==> src/rtl/sfu_feeder.sv <==
// -----------------------------------------------------------------------------
// sfu_feeder
//
// Sequencer between the OFIFO and the SFU. For each output pixel it pops
// num_acc partial-sum words from the OFIFO and streams them into the SFU with
// acc held high. It then drops acc so the SFU applies ReLU and clears, captures
// the SFU result in the single cycle it is valid, and writes it to output psum
// memory. After num_out pixels it pulses done.
//
// Optional feature (compile-time macro SFU_FEEDER_STALL_CNT_EN):
//   adds output stall_cnt[15:0], a saturating count of ACC bubble cycles
//   in the current run. Without the macro the port and counter are absent.
//
// Ports:
//   clk          in   clock, rising edge
//   reset        in   asynchronous active-low reset
//   start        in   begin a run (sampled only in IDLE)
//   ofifo_valid  in   OFIFO head word present
//   ofifo_out    in   OFIFO head data, psum_bw*col bits
//   ofifo_rd     out  pop the OFIFO this cycle (combinational)
//   acc          out  SFU accumulate enable (registered)
//   psum_out     out  data to SFU psum_in (registered)
//   sfp_in       in   SFU sfp_out
//   pmem_wr      out  output memory write strobe (registered)
//   pmem_addr    out  output memory write address (registered)
//   pmem_din     out  output memory write data (registered)
//   busy         out  high in any state other than IDLE
//   done         out  one-cycle pulse at the end of a run
//   stall_cnt    out  bubble cycle count (only with SFU_FEEDER_STALL_CNT_EN)
// -----------------------------------------------------------------------------
module sfu_feeder #(
  parameter int psum_bw = 16,
  parameter int col     = 8,
  parameter int num_acc = 9,
  parameter int num_out = 16,
  parameter int addr_bw = 4
) (
  input  logic                     clk,
  input  logic                     reset,
  input  logic                     start,
  input  logic                     ofifo_valid,
  input  logic [psum_bw*col-1:0]   ofifo_out,
  output logic                     ofifo_rd,
  output logic                     acc,
  output logic [psum_bw*col-1:0]   psum_out,
  input  logic [psum_bw*col-1:0]   sfp_in,
  output logic                     pmem_wr,
  output logic [addr_bw-1:0]       pmem_addr,
  output logic [psum_bw*col-1:0]   pmem_din,
  output logic                     busy,
  output logic                     done
`ifdef SFU_FEEDER_STALL_CNT_EN
  ,
  output logic [15:0]              stall_cnt
`endif
);

  localparam int W     = psum_bw * col;
  localparam int TAP_W = (num_acc > 1) ? $clog2(num_acc) : 1;

  localparam logic [TAP_W-1:0]   TAP_LAST = TAP_W'(num_acc - 32'd1);
  localparam logic [TAP_W-1:0]   TAP_ONE  = TAP_W'(32'd1);
  localparam logic [TAP_W-1:0]   TAP_ZERO = TAP_W'(32'd0);
  localparam logic [addr_bw-1:0] OUT_LAST = addr_bw'(num_out - 32'd1);
  localparam logic [addr_bw-1:0] OUT_ONE  = addr_bw'(32'd1);
  localparam logic [addr_bw-1:0] OUT_ZERO = addr_bw'(32'd0);
  localparam logic [W-1:0]       W_ZERO   = {W{1'b0}};

  typedef enum logic [2:0] {
    ST_IDLE    = 3'd0,
    ST_ACC     = 3'd1,
    ST_RELU    = 3'd2,
    ST_CAPTURE = 3'd3,
    ST_DONE    = 3'd4
  } state_t;

  state_t               state_r;
  state_t               state_s;
  logic [TAP_W-1:0]     tap_cnt_r;
  logic [TAP_W-1:0]     tap_cnt_s;
  logic [addr_bw-1:0]   out_idx_r;
  logic [addr_bw-1:0]   out_idx_s;
  logic                 phase_r;
  logic                 phase_s;
  logic                 acc_s;
  logic [W-1:0]         psum_s;
  logic                 pmem_wr_s;
  logic [addr_bw-1:0]   pmem_addr_s;
  logic [W-1:0]         pmem_din_s;
  logic                 done_s;

  // State register and registered outputs.
  always_ff @(posedge clk or negedge reset) begin
    if (!reset) begin
      state_r   <= ST_IDLE;
      tap_cnt_r <= TAP_ZERO;
      out_idx_r <= OUT_ZERO;
      phase_r   <= 1'b0;
      acc       <= 1'b0;
      psum_out  <= W_ZERO;
      pmem_wr   <= 1'b0;
      pmem_addr <= OUT_ZERO;
      pmem_din  <= W_ZERO;
      done      <= 1'b0;
    end else begin
      state_r   <= state_s;
      tap_cnt_r <= tap_cnt_s;
      out_idx_r <= out_idx_s;
      phase_r   <= phase_s;
      acc       <= acc_s;
      psum_out  <= psum_s;
      pmem_wr   <= pmem_wr_s;
      pmem_addr <= pmem_addr_s;
      pmem_din  <= pmem_din_s;
      done      <= done_s;
    end
  end

  // Next-state and next-output logic for the pixel sequencer.
  always_comb begin
    state_s     = state_r;
    tap_cnt_s   = tap_cnt_r;
    out_idx_s   = out_idx_r;
    phase_s     = phase_r;
    acc_s       = 1'b0;
    psum_s      = W_ZERO;
    pmem_wr_s   = 1'b0;
    pmem_addr_s = pmem_addr;
    pmem_din_s  = pmem_din;
    done_s      = 1'b0;
    ofifo_rd    = 1'b0;

    case (state_r)
      ST_IDLE: begin
        if (start) begin
          state_s   = ST_ACC;
          tap_cnt_s = TAP_ZERO;
          out_idx_s = OUT_ZERO;
        end else begin
          state_s   = ST_IDLE;
        end
      end

      ST_ACC: begin
        // acc stays high through bubbles: dropping it mid-pixel would make
        // the SFU fire ReLU and wipe the partial sum. A bubble feeds zero.
        ofifo_rd = ofifo_valid;
        acc_s    = 1'b1;
        if (ofifo_valid) begin
          psum_s = ofifo_out;
          if (tap_cnt_r == TAP_LAST) begin
            tap_cnt_s = TAP_ZERO;
            state_s   = ST_RELU;
          end else begin
            tap_cnt_s = tap_cnt_r + TAP_ONE;
          end
        end else begin
          psum_s = W_ZERO;
        end
      end

      ST_RELU: begin
        // The final tap is still on psum_out/acc this cycle; the SFU adds it
        // at the closing edge. acc falls from the next cycle on.
        phase_s = 1'b0;
        state_s = ST_CAPTURE;
      end

      ST_CAPTURE: begin
        if (!phase_r) begin
          // SFU registers ReLU(sum) at the end of this cycle.
          phase_s = 1'b1;
        end else begin
          // sfp_in holds the result for this cycle only; any later acc=0
          // cycle reloads the SFU output with ReLU(0).
          phase_s     = 1'b0;
          pmem_wr_s   = 1'b1;
          pmem_addr_s = out_idx_r;
          pmem_din_s  = sfp_in;
          if (out_idx_r == OUT_LAST) begin
            state_s = ST_DONE;
          end else begin
            out_idx_s = out_idx_r + OUT_ONE;
            tap_cnt_s = TAP_ZERO;
            state_s   = ST_ACC;
          end
        end
      end

      ST_DONE: begin
        done_s  = 1'b1;
        state_s = ST_IDLE;
      end

      default: begin
        state_s = ST_IDLE;
      end
    endcase
  end

  assign busy = (state_r != ST_IDLE);

`ifdef SFU_FEEDER_STALL_CNT_EN
  // Saturating count of bubble cycles seen in ACC during the current run.
  always_ff @(posedge clk or negedge reset) begin
    if (!reset) begin
      stall_cnt <= 16'h0000;
    end else if ((state_r == ST_IDLE) && start) begin
      stall_cnt <= 16'h0000;
    end else if ((state_r == ST_ACC) && !ofifo_valid && (stall_cnt != 16'hFFFF)) begin
      stall_cnt <= stall_cnt + 16'h0001;
    end else begin
      stall_cnt <= stall_cnt;
    end
  end
`endif

endmodule

==> config.mk <==
export PLATFORM = sky130hd
export DESIGN_NAME = sfu_feeder
export DESIGN_NICKNAME = d
export VERILOG_FILES = /design/src/rtl/sfu_feeder.sv
export SDC_FILE = /design/constraint.sdc
export NUM_CORES = 1
export LEC_CHECK = 0
export CAP_MARGIN = 0
export CORE_AREA = 2 2 203 205
export DETAILED_ROUTE_END_ITERATION = 10
export DIE_AREA = 0 0 205 207
export PLACE_DENSITY = 0.57
export SKIP_CTS_REPAIR_TIMING = 1
export SLEW_MARGIN = 5
export SYNTH_ARGS = -nofsm -noshare
export SYNTH_HDL_FRONTEND = slang
export SYNTH_SLANG_ARGS = --single-unit
export TNS_END_PERCENT = 5
==> constraint.sdc <==
create_clock -name clk -period 1.55 [get_ports clk]
set_input_delay 0.31 -clock clk [delete_from_list [all_inputs] [get_ports clk]]
set_output_delay 0.31 -clock clk [all_outputs]
set_load 0.05 [all_outputs]
Word level (Yosys, flattened, before mapping)
Index checks and enable logic that the tools add are counted.
{"block": "classes", "muxes": 24, "n_reduce_logical": 9, "eq_ne": 11, "addsub": 2}
{"op": "128-bit 2-to-1 mux", "count": 2}
{"op": "4-bit 2-to-1 mux", "count": 7}
{"op": "3-bit 2-to-1 mux", "count": 4}
{"op": "3-bit one-hot mux with 4 select lines", "count": 1}
{"op": "4-bit one-hot mux with 3 select lines", "count": 1}
{"op": "2-bit != test, second input constant", "count": 5}
{"op": "4-bit by 1-bit adder with 4-bit output, second input constant", "count": 2}
{"op": "4-bit equality test, second input constant", "count": 2}
{"op": "4-bit one-hot mux with 2 select lines", "count": 1}
{"op": "1-bit 2-to-1 mux", "count": 7}
{"op": "3-bit by 2-bit equality test with 1-bit output, second input constant", "count": 2}
{"op": "3-bit nonzero test", "count": 2}
{"op": "5-bit AND reduction", "count": 1}
{"op": "4-bit AND reduction", "count": 1}
{"op": "2-bit nonzero test", "count": 2}
{"op": "3-bit by 1-bit equality test with 1-bit output, second input constant", "count": 1}
{"op": "3-bit equality test, second input constant", "count": 1}
{"op": "3-bit zero test", "count": 1}
{"op": "3-bit AND reduction", "count": 1}
{"op": "1-bit one-hot mux with 2 select lines", "count": 1}
{"op": "2-bit AND reduction", "count": 1}
{"block": "word_totals", "reg_bits": 275, "output_inout_bits": 265, "input_bits": 260}

Longest topological paths before layout
Gate-level depths: netlist of run 1.
{"block": "logic_depth", "word_depth": 4, "mapped_depth": 7, "ltp_nobuf": 6}

Worst setup path after synthesis of run 1
Ideal clock, no wire load.
{"block": "synth_path", "kind": "register to output", "startpoint": "register state_r[2]", "endpoint": "output ofifo_rd", "t_required_ps": 1240, "setup_slack_ps": -197, "stages_incl_launch_ff": 5, "arrival_ps": 1437, "path_cell_list": "dfrtp_1 -> buf_2 -> nand2b_1 -> nor2_1 -> clkbuf_1"}
{"block": "synth_between", "elab_chain_cells": 2}
{"element": "start: declaration", "line_no": "77", "text": "state_t state_r;"}
{"element": "start signal: assignment", "line_no": "106", "text": "state_r <= state_s;"}
{"element": "3-bit by 1-bit equality test with 1-bit output", "line_no": "133", "text": "case (state_r)"}
{"element": "1-bit 2-to-1 mux", "line_no": "133"}
{"element": "end: declaration", "line_no": "43", "text": "output logic ofifo_rd,"}
No other way between the ends.

Final worst setup path of run 1
{"block": "layout_path", "startpoint": "register state_r[1]", "endpoint": "output busy"}
{"block": "layout_between", "elab_chain_cells": 1}
{"element": "3-bit nonzero test", "line_no": "201", "text": "assign busy = (state_r != ST_IDLE);"}
{"element": "end: declaration", "line_no": "50", "text": "output logic busy,"}
No other way between the ends.

==> results of run 1 <==
==> worst max-delay path, stage by stage (launching register included) <==
cell	delay (ns)
dfrtp_1	0.44
buf_4	0.18
or3_4	0.39
buf_12	0.16
==> power groups by stage <==
stage	Clock (W)	Combinational, W	Sequential, W
after floorplan	0	0.00352	0.0197
after CTS	0.00787	0.0221	0.0117
after global routing	0.00818	0.0233	0.0120
final	0.00757	0.0225	0.0116
after global placement	0	0.0219	0.0117
after detailed placement	0	0.0220	0.0118
==> sequential cells by signal (all words and copies together) (netlist names) <==
signal,flops
done,1
state_r,3
pmem_din,128
pmem_addr,4
phase_r,1
psum_out,128
tap_cnt_r,4
pmem_wr,1
out_idx_r,4
acc,1
==> per-layer routing <==
| layer | up-vias | track usage [%] | wire length [µm] |
|---|---|---|---|
| li1 | 3282 | - | - |
| met1 | 3439 | 15.2 | 11300 |
| met2 | 343 | 25.3 | 16200 |
| met3 | 35 | 6.31 | 3370 |
| met4 | 0 | 3.72 | 548 |
| met5 | - | 0 | 0 |
==> path summary, 6_finish.rpt <==
| path | from | endpoint | slack (ns) | depth (start not counted) |
|---|---|---|---|---|
| min | reset | pmem_din[36]$_DFFE_PN0P_ | 0.31 | 2 |
| max | state_r[1]$_DFFE_PN0P_ | busy | -0.45 | 3 |
| min reg2reg | pmem_din[111]$_DFFE_PN0P_ | pmem_din[111]$_DFFE_PN0P_ | 0.50 | 1 |
| max reg2reg | state_r[1]$_DFFE_PN0P_ | tap_cnt_r[2]$_DFFE_PN0P_ | -0.28 | 5 |
| max in group asynchronous | reset | psum_out[50]$_DFF_PN0_ | 0.64 | 3 |
| min in group clk | ofifo_out[18] | psum_out[18]$_DFF_PN0_ | 0.33 | 2 |
==> layout make-up <==
cell class,count,area [µm²]
Antenna cell,1,2.50
Clock buffer,46,947
Clock inverter,7,92.6
Fill cell,3643,22000
Inverter,4,15.0
Multi-Input combinational cell,320,2840
Sequential cell,275,6880
Tap cell,532,666
Timing Repair Buffer,589,6960
==> synthesized netlist by cell type <==
| cell | count | share of area (%) |
|---|---|---|
| a31oi_1 | 1 | 0.064 |
| a21boi_0 | 1 | 0.077 |
| a2bb2oi_1 | 1 | 0.090 |
| or3_1 | 1 | 0.064 |
| o41ai_1 | 1 | 0.090 |
| buf_4 | 5 | 0.39 |
| and4b_1 | 1 | 0.10 |
| and2_1 | 128 | 8.2 |
| nand3b_1 | 2 | 0.15 |
| mux2i_1 | 1 | 0.10 |
| nand2b_1 | 3 | 0.19 |
| ha_1 | 3 | 0.39 |
| nor3_1 | 1 | 0.051 |
| a21oi_1 | 3 | 0.15 |
| clkbuf_1 | 14 | 0.54 |
| xor2_1 | 1 | 0.090 |
| o21ai_0 | 8 | 0.41 |
| or4b_4 | 1 | 0.14 |
| a22oi_1 | 1 | 0.077 |
| a32oi_1 | 1 | 0.090 |
| dfrtp_1 | 275 | 71 |
| nand2_1 | 8 | 0.31 |
| nor2b_1 | 4 | 0.26 |
| nand4_1 | 1 | 0.064 |
| buf_2 | 13 | 0.67 |
| nor2_1 | 6 | 0.23 |
| and3b_1 | 1 | 0.090 |
| nand3_1 | 4 | 0.21 |
| inv_1 | 4 | 0.15 |
| nor3b_1 | 2 | 0.15 |
| a2111oi_4 | 1 | 0.28 |
| mux2_2 | 133 | 15 |
| o211ai_1 | 1 | 0.077 |
==> kinds of logic after synthesis <==
logic type	Yosys count	synth area share (%)
AO/OA/AOI/OAI	19	1.41
multiplexers	134	15.5
XOR/XNOR	1	0.0899
flip-flops	275	70.6
AND/OR/NAND/NOR	163	10.2
adder cells (fa/ha/maj)	3	0.385
buffers and inverters	36	1.75
==> cells in the final DEF, fill, tap and decap left out, types with 5 or more instances in the layout <==
master,n
and2_4,14
mux2_4,15
buf_6,12
and2_1,114
clkbuf_16,38
nand2_1,7
clkbuf_1,8
dfrtp_1,275
mux2_2,118
buf_4,171
buf_12,142
nor2_1,5
clkdlybuf4s50_1,258
==> stage by stage <==
| step | total power (W) | setup WS [ns] | instance area, µm² |
|---|---|---|---|
| 2_1_floorplan | 0.0233 | -0.165 | 9740 |
| 3_3_place_gp | 0.0336 | -0.479 | 17000 |
| 3_5_place_dp | 0.0338 | -0.480 | 17000 |
| 4_1_cts | 0.0416 | -0.676 | 18000 |
| 5_1_grt | 0.0435 | -0.512 | 18400 |
| 6_report | 0.0417 | -0.451 | 18400 |
==> flow_summary.json, run 1 <==
{
  "status": "finished, violations left",
  "violations": "setup timing",
  "antenna_found_initial": 1,
  "core_mm2": 0.0404,
  "drc_errors": 0,
  "wl_mm": 31.4,
  "ys_warn_count": 0,
  "first_iter_violations": 208,
  "start_util_pct": 24.1,
  "utilization_pct": 45.6,
  "ys_types": 33,
  "path_class": "reg2out",
  "p_per_area_mw_per_mm2": 2270,
  "power.switching_w": 0.0174,
  "first_pass_iters": 4,
  "h-tree-depth": 2,
  "setup_ws_ns": -0.451,
  "row_count": 74,
  "leakage_nw": 8.34,
  "hp-class": "in2async",
  "nets": 1487,
  "synth_cells": 631,
  "required_ns": 1.24,
  "skew_ns": 0.0170,
  "p_int_w": 0.0243,
  "area_growth_pct": 88.9,
  "combinationalPowerShare_pct": 53.9,
  "dp_hpwl_mm": 24.1,
  "finalCriticalPeriod_ns": 2.00,
  "hold_viol_final": 0,
  "die_area_mm2": 0.0424,
  "drive_gt1_share_pct": 43.1,
  "grt_max_degree": 52,
  "syn_avg_cell_area_um2": 15.4,
  "pin_count": 525,
  "die_width_um": 205,
  "gp_congestion": 0.764,
  "rsz0062_at_grt": "yes",
  "drv_slew": 0,
  "fin_cells": 1774,
  "pwr-share-seq_pct": 27.9,
  "cts_buffer_depth": 3,
  "grt_pass1_vias": 7319,
  "worstSetupEndpointType": "primary output",
  "wire_per_inst_um": 17.7,
  "maxCapViolations": 0,
  "clock.fmax_mhz": 500,
  "clkTransAtPathRegs_ns": 0.06,
  "setup_violations": 169,
  "clock-sinks": 275,
  "relSlewSlack_pct": 69.4,
  "clkPwrFrac_pct": 18.2,
  "synth-seq-area-share_pct": 70.6,
  "cts_tree": "done",
  "synth_seq_cells": 275,
  "critPathArrivalTime_ns": 1.69,
  "avgViaCountPerCell": 4.00,
  "grt.overflow.total": 0,
  "finalSetupTns_ns": -13.02,
  "numPortBuffers": 524,
  "antenna_left": 0,
  "die_h_um": 207,
  "dr_total_vias": 7099,
  "cts-root-buf": "clkbuf_16",
  "path_max_fanout": 5,
  "vdd_drop_max_mv": 0.887,
  "cts_made_buffers": 34,
  "worst_hold_slack_ns": 0.313,
  "finalCritPeriodShare_pct": 129,
  "insertion_delay_ns": 0.53,
  "syn-cell-area_mm2": 0.00974,
  "syn-num-nets": 894,
  "tightestPinTransition_ns": 0.460,
  "dp.cells": 1704,
  "switching_share_pct": 41.6,
  "worstSetupStartpointType": "register",
  "grt_pass1_wl_mm": 45.4,
  "grt_usage_pct": 14.2
}
Power figures use the tool's default switching activity.
==> run 2: changes to the inputs <==
--- a/config.mk
+++ b/config.mk
@@ -5,7 +5,7 @@
 export SDC_FILE = /design/constraint.sdc
 export NUM_CORES = 1
 export LEC_CHECK = 0
-export CAP_MARGIN = 0
+export CAP_MARGIN = 10
 export CORE_AREA = 2 2 203 205
 export DETAILED_ROUTE_END_ITERATION = 10
 export DIE_AREA = 0 0 205 207
==> results of run 2 <==
No change in the layout: final DEF, timing and power equal those of run 1.
==> run 3: changes to the inputs <==
--- a/config.mk
+++ b/config.mk
@@ -6,10 +6,10 @@
 export NUM_CORES = 1
 export LEC_CHECK = 0
 export CAP_MARGIN = 10
-export CORE_AREA = 2 2 203 205
+export CORE_AREA = 2 2 202 204
 export DETAILED_ROUTE_END_ITERATION = 10
-export DIE_AREA = 0 0 205 207
-export PLACE_DENSITY = 0.57
+export DIE_AREA = 0 0 204 206
+export PLACE_DENSITY = 0.56
 export SKIP_CTS_REPAIR_TIMING = 1
 export SLEW_MARGIN = 5
 export SYNTH_ARGS = -nofsm -noshare
==> constraint.sdc (replaced) <==
create_clock -name clk -period 2.5 [get_ports clk]
set_input_delay 0.5 -clock clk [delete_from_list [all_inputs] [get_ports clk]]
set_output_delay 0.5 -clock clk [all_outputs]
set_load 0.05 [all_outputs]
==> flow_summary.json, run 3 (synthesis gave the netlist of run 1 again) <==
{
  "dp.cells": 1672,
  "drive_gt1_share_pct": 17.0,
  "grt_max_degree": 129,
  "grt_pass1_vias": 6918,
  "vdd_drop_max_mv": 0.544,
  "hp-class": "in2async",
  "combinationalPowerShare_pct": 51.8,
  "first_pass_iters": 4,
  "start_util_pct": 24.2,
  "p_per_area_mw_per_mm2": 1380,
  "avgViaCountPerCell": 3.94,
  "hold_viol_final": 0,
  "power.switching_w": 0.0101,
  "core_mm2": 0.0402,
  "insertion_delay_ns": 0.56,
  "worst_hold_slack_ns": 0.437,
  "dr_total_vias": 6818,
  "pin_count": 525,
  "skew_ns": 0.0191,
  "path_max_fanout": 2,
  "cts_buffer_depth": 3,
  "row_count": 74,
  "grt_pass1_wl_mm": 43.4,
  "finalCritPeriodShare_pct": 94.2,
  "final_common_cell": "clkdlybuf4s50_1",
  "nets": 1436,
  "p_int_w": 0.0130,
  "die_area_mm2": 0.0420,
  "die_width_um": 204,
  "drv_slew": 0,
  "r2r_cells": 3,
  "dp_hpwl_mm": 23.2,
  "maxCapViolations": 0,
  "leakage_nw": 7.09,
  "grt_usage_pct": 13.5,
  "r2r_start": "state_r[1]$_DFFE_PN0P_",
  "cts_made_buffers": 30,
  "area_growth_pct": 71.6,
  "die_h_um": 206,
  "rsz0062_at_grt": "no",
  "h-tree-depth": 1,
  "grt.overflow.total": 0,
  "drc_errors": 0,
  "path_cells": "clkdlybuf4s50_1",
  "numPortBuffers": 524,
  "first_iter_violations": 211,
  "wire_per_inst_um": 17.4,
  "critPathArrivalTime_ns": 1.86,
  "fin_cells": 1730,
  "final_cell_mix": "520 x clkdlybuf4s50_1, 275 x dfrtp_1, 133 x mux2_2",
  "worstSetupEndpointType": "primary output",
  "slowest_delay_ns": 0.93,
  "cp_num_buf_inv": 1,
  "critPathTopFamily": "buffers and inverters",
  "cp_slowest_cell": "clkdlybuf4s50_1",
  "cts-root-buf": "clkbuf_16",
  "switching_share_pct": 43.7,
  "worstSetupStartpointType": "register",
  "cts_tree": "done",
  "tightestPinTransition_ns": 0.679,
  "setup_violations": 0,
  "antenna_found_initial": 0,
  "relSlewSlack_pct": 54.6,
  "finalSetupTns_ns": 0,
  "path_class": "reg2out",
  "r2r_slack_ns": 0.48,
  "gp_congestion": 0.754,
  "clkPwrFrac_pct": 18.8,
  "finalCriticalPeriod_ns": 2.36,
  "wl_mm": 30.1,
  "clock-sinks": 275,
  "clock.fmax_mhz": 425,
  "pwr-share-seq_pct": 29.4,
  "worstReg2RegEnd": "pmem_din[83]$_DFFE_PN0P_",
  "p_total_w": 0.0231,
  "reg_top3": "pmem_din: 128 flops, psum_out: 128 flops",
  "utilization_pct": 41.6,
  "required_ns": 2.00,
  "antenna_left": 0,
  "status": "complete, no violations",
  "clkTransAtPathRegs_ns": 0.06
}
run 3: cell count changes in the layout (fill, tap and decap cells not counted), moves of 3 or more:
cell	delta
clkbuf_8	+6
mux2_2	+15
and2_4	-14
o21ai_0	+5
buf_4	-158
clkdlybuf4s50_1	+262
buf_6	-12
buf_12	-136
mux2_4	-15
o21ai_2	-3
and2_1	+14
clkbuf_16	-8
run 3: power by group through the flow:
stage	Sequential [W]	Combinational, W	Clock (W)
final	0.00679	0.0120	0.00433
after global routing	0.00700	0.0125	0.00470
after CTS	0.00682	0.0121	0.00449
after detailed placement	0.00689	0.0121	0
after global placement	0.00684	0.0120	0
after floorplan	0.0122	0.00218	0
run 3: routing by layer:
layer  part of all wire (%)  global-route usage [%]  up-vias
met5                      0                       0        -
met4                    1.9                    3.75        0
met3                     12                    6.10       37
met2                     49                    23.0      340
met1                     37                    15.4     3260
li1                       -                       -     3181
run 3: worst max-delay path by stage:
stage                             startpoint                       end  slack, ns  cells past startpoint
finish              pmem_din[67]$_DFFE_PN0P_              pmem_din[67]       0.14                      1
global route        pmem_din[67]$_DFFE_PN0P_              pmem_din[67]       0.08                      1
CTS                   state_r[0]$_DFFE_PN0P_                      busy      -0.21                      2
detailed placement                     start  tap_cnt_r[2]$_DFFE_PN0P_       0.18                      5
global placement                       start  tap_cnt_r[2]$_DFFE_PN0P_       0.26                      5
floorplan             state_r[2]$_DFFE_PN0P_                  ofifo_rd       0.56                      4
run 3: cell type report:
type | instances | area, µm²
timing repair buffer | 542 | 5460
clock buffer | 48 | 908
tap | 532 | 666
multi-input combinational | 320 | 2700
inverter | 4 | 15.0
antenna | 2 | 5.00
fill | 3803 | 23500
sequential | 275 | 6880
clock inverter | 7 | 75.1
run 3: metrics by stage:
stage / area, µm² / setup WS (ns)
global route: 16700 / 0.0755
detailed placement: 15700 / 0.184
CTS: 16700 / -0.213
global placement: 15700 / 0.262
finish: 16700 / 0.145
floorplan: 9740 / 0.563
run 3: worst reg2reg max path, cell delays in order, from the launching register on:
cell,delay [ns]
dfrtp_1,0.55
and4b_4,0.59
buf_4,0.38
mux2_2,0.38
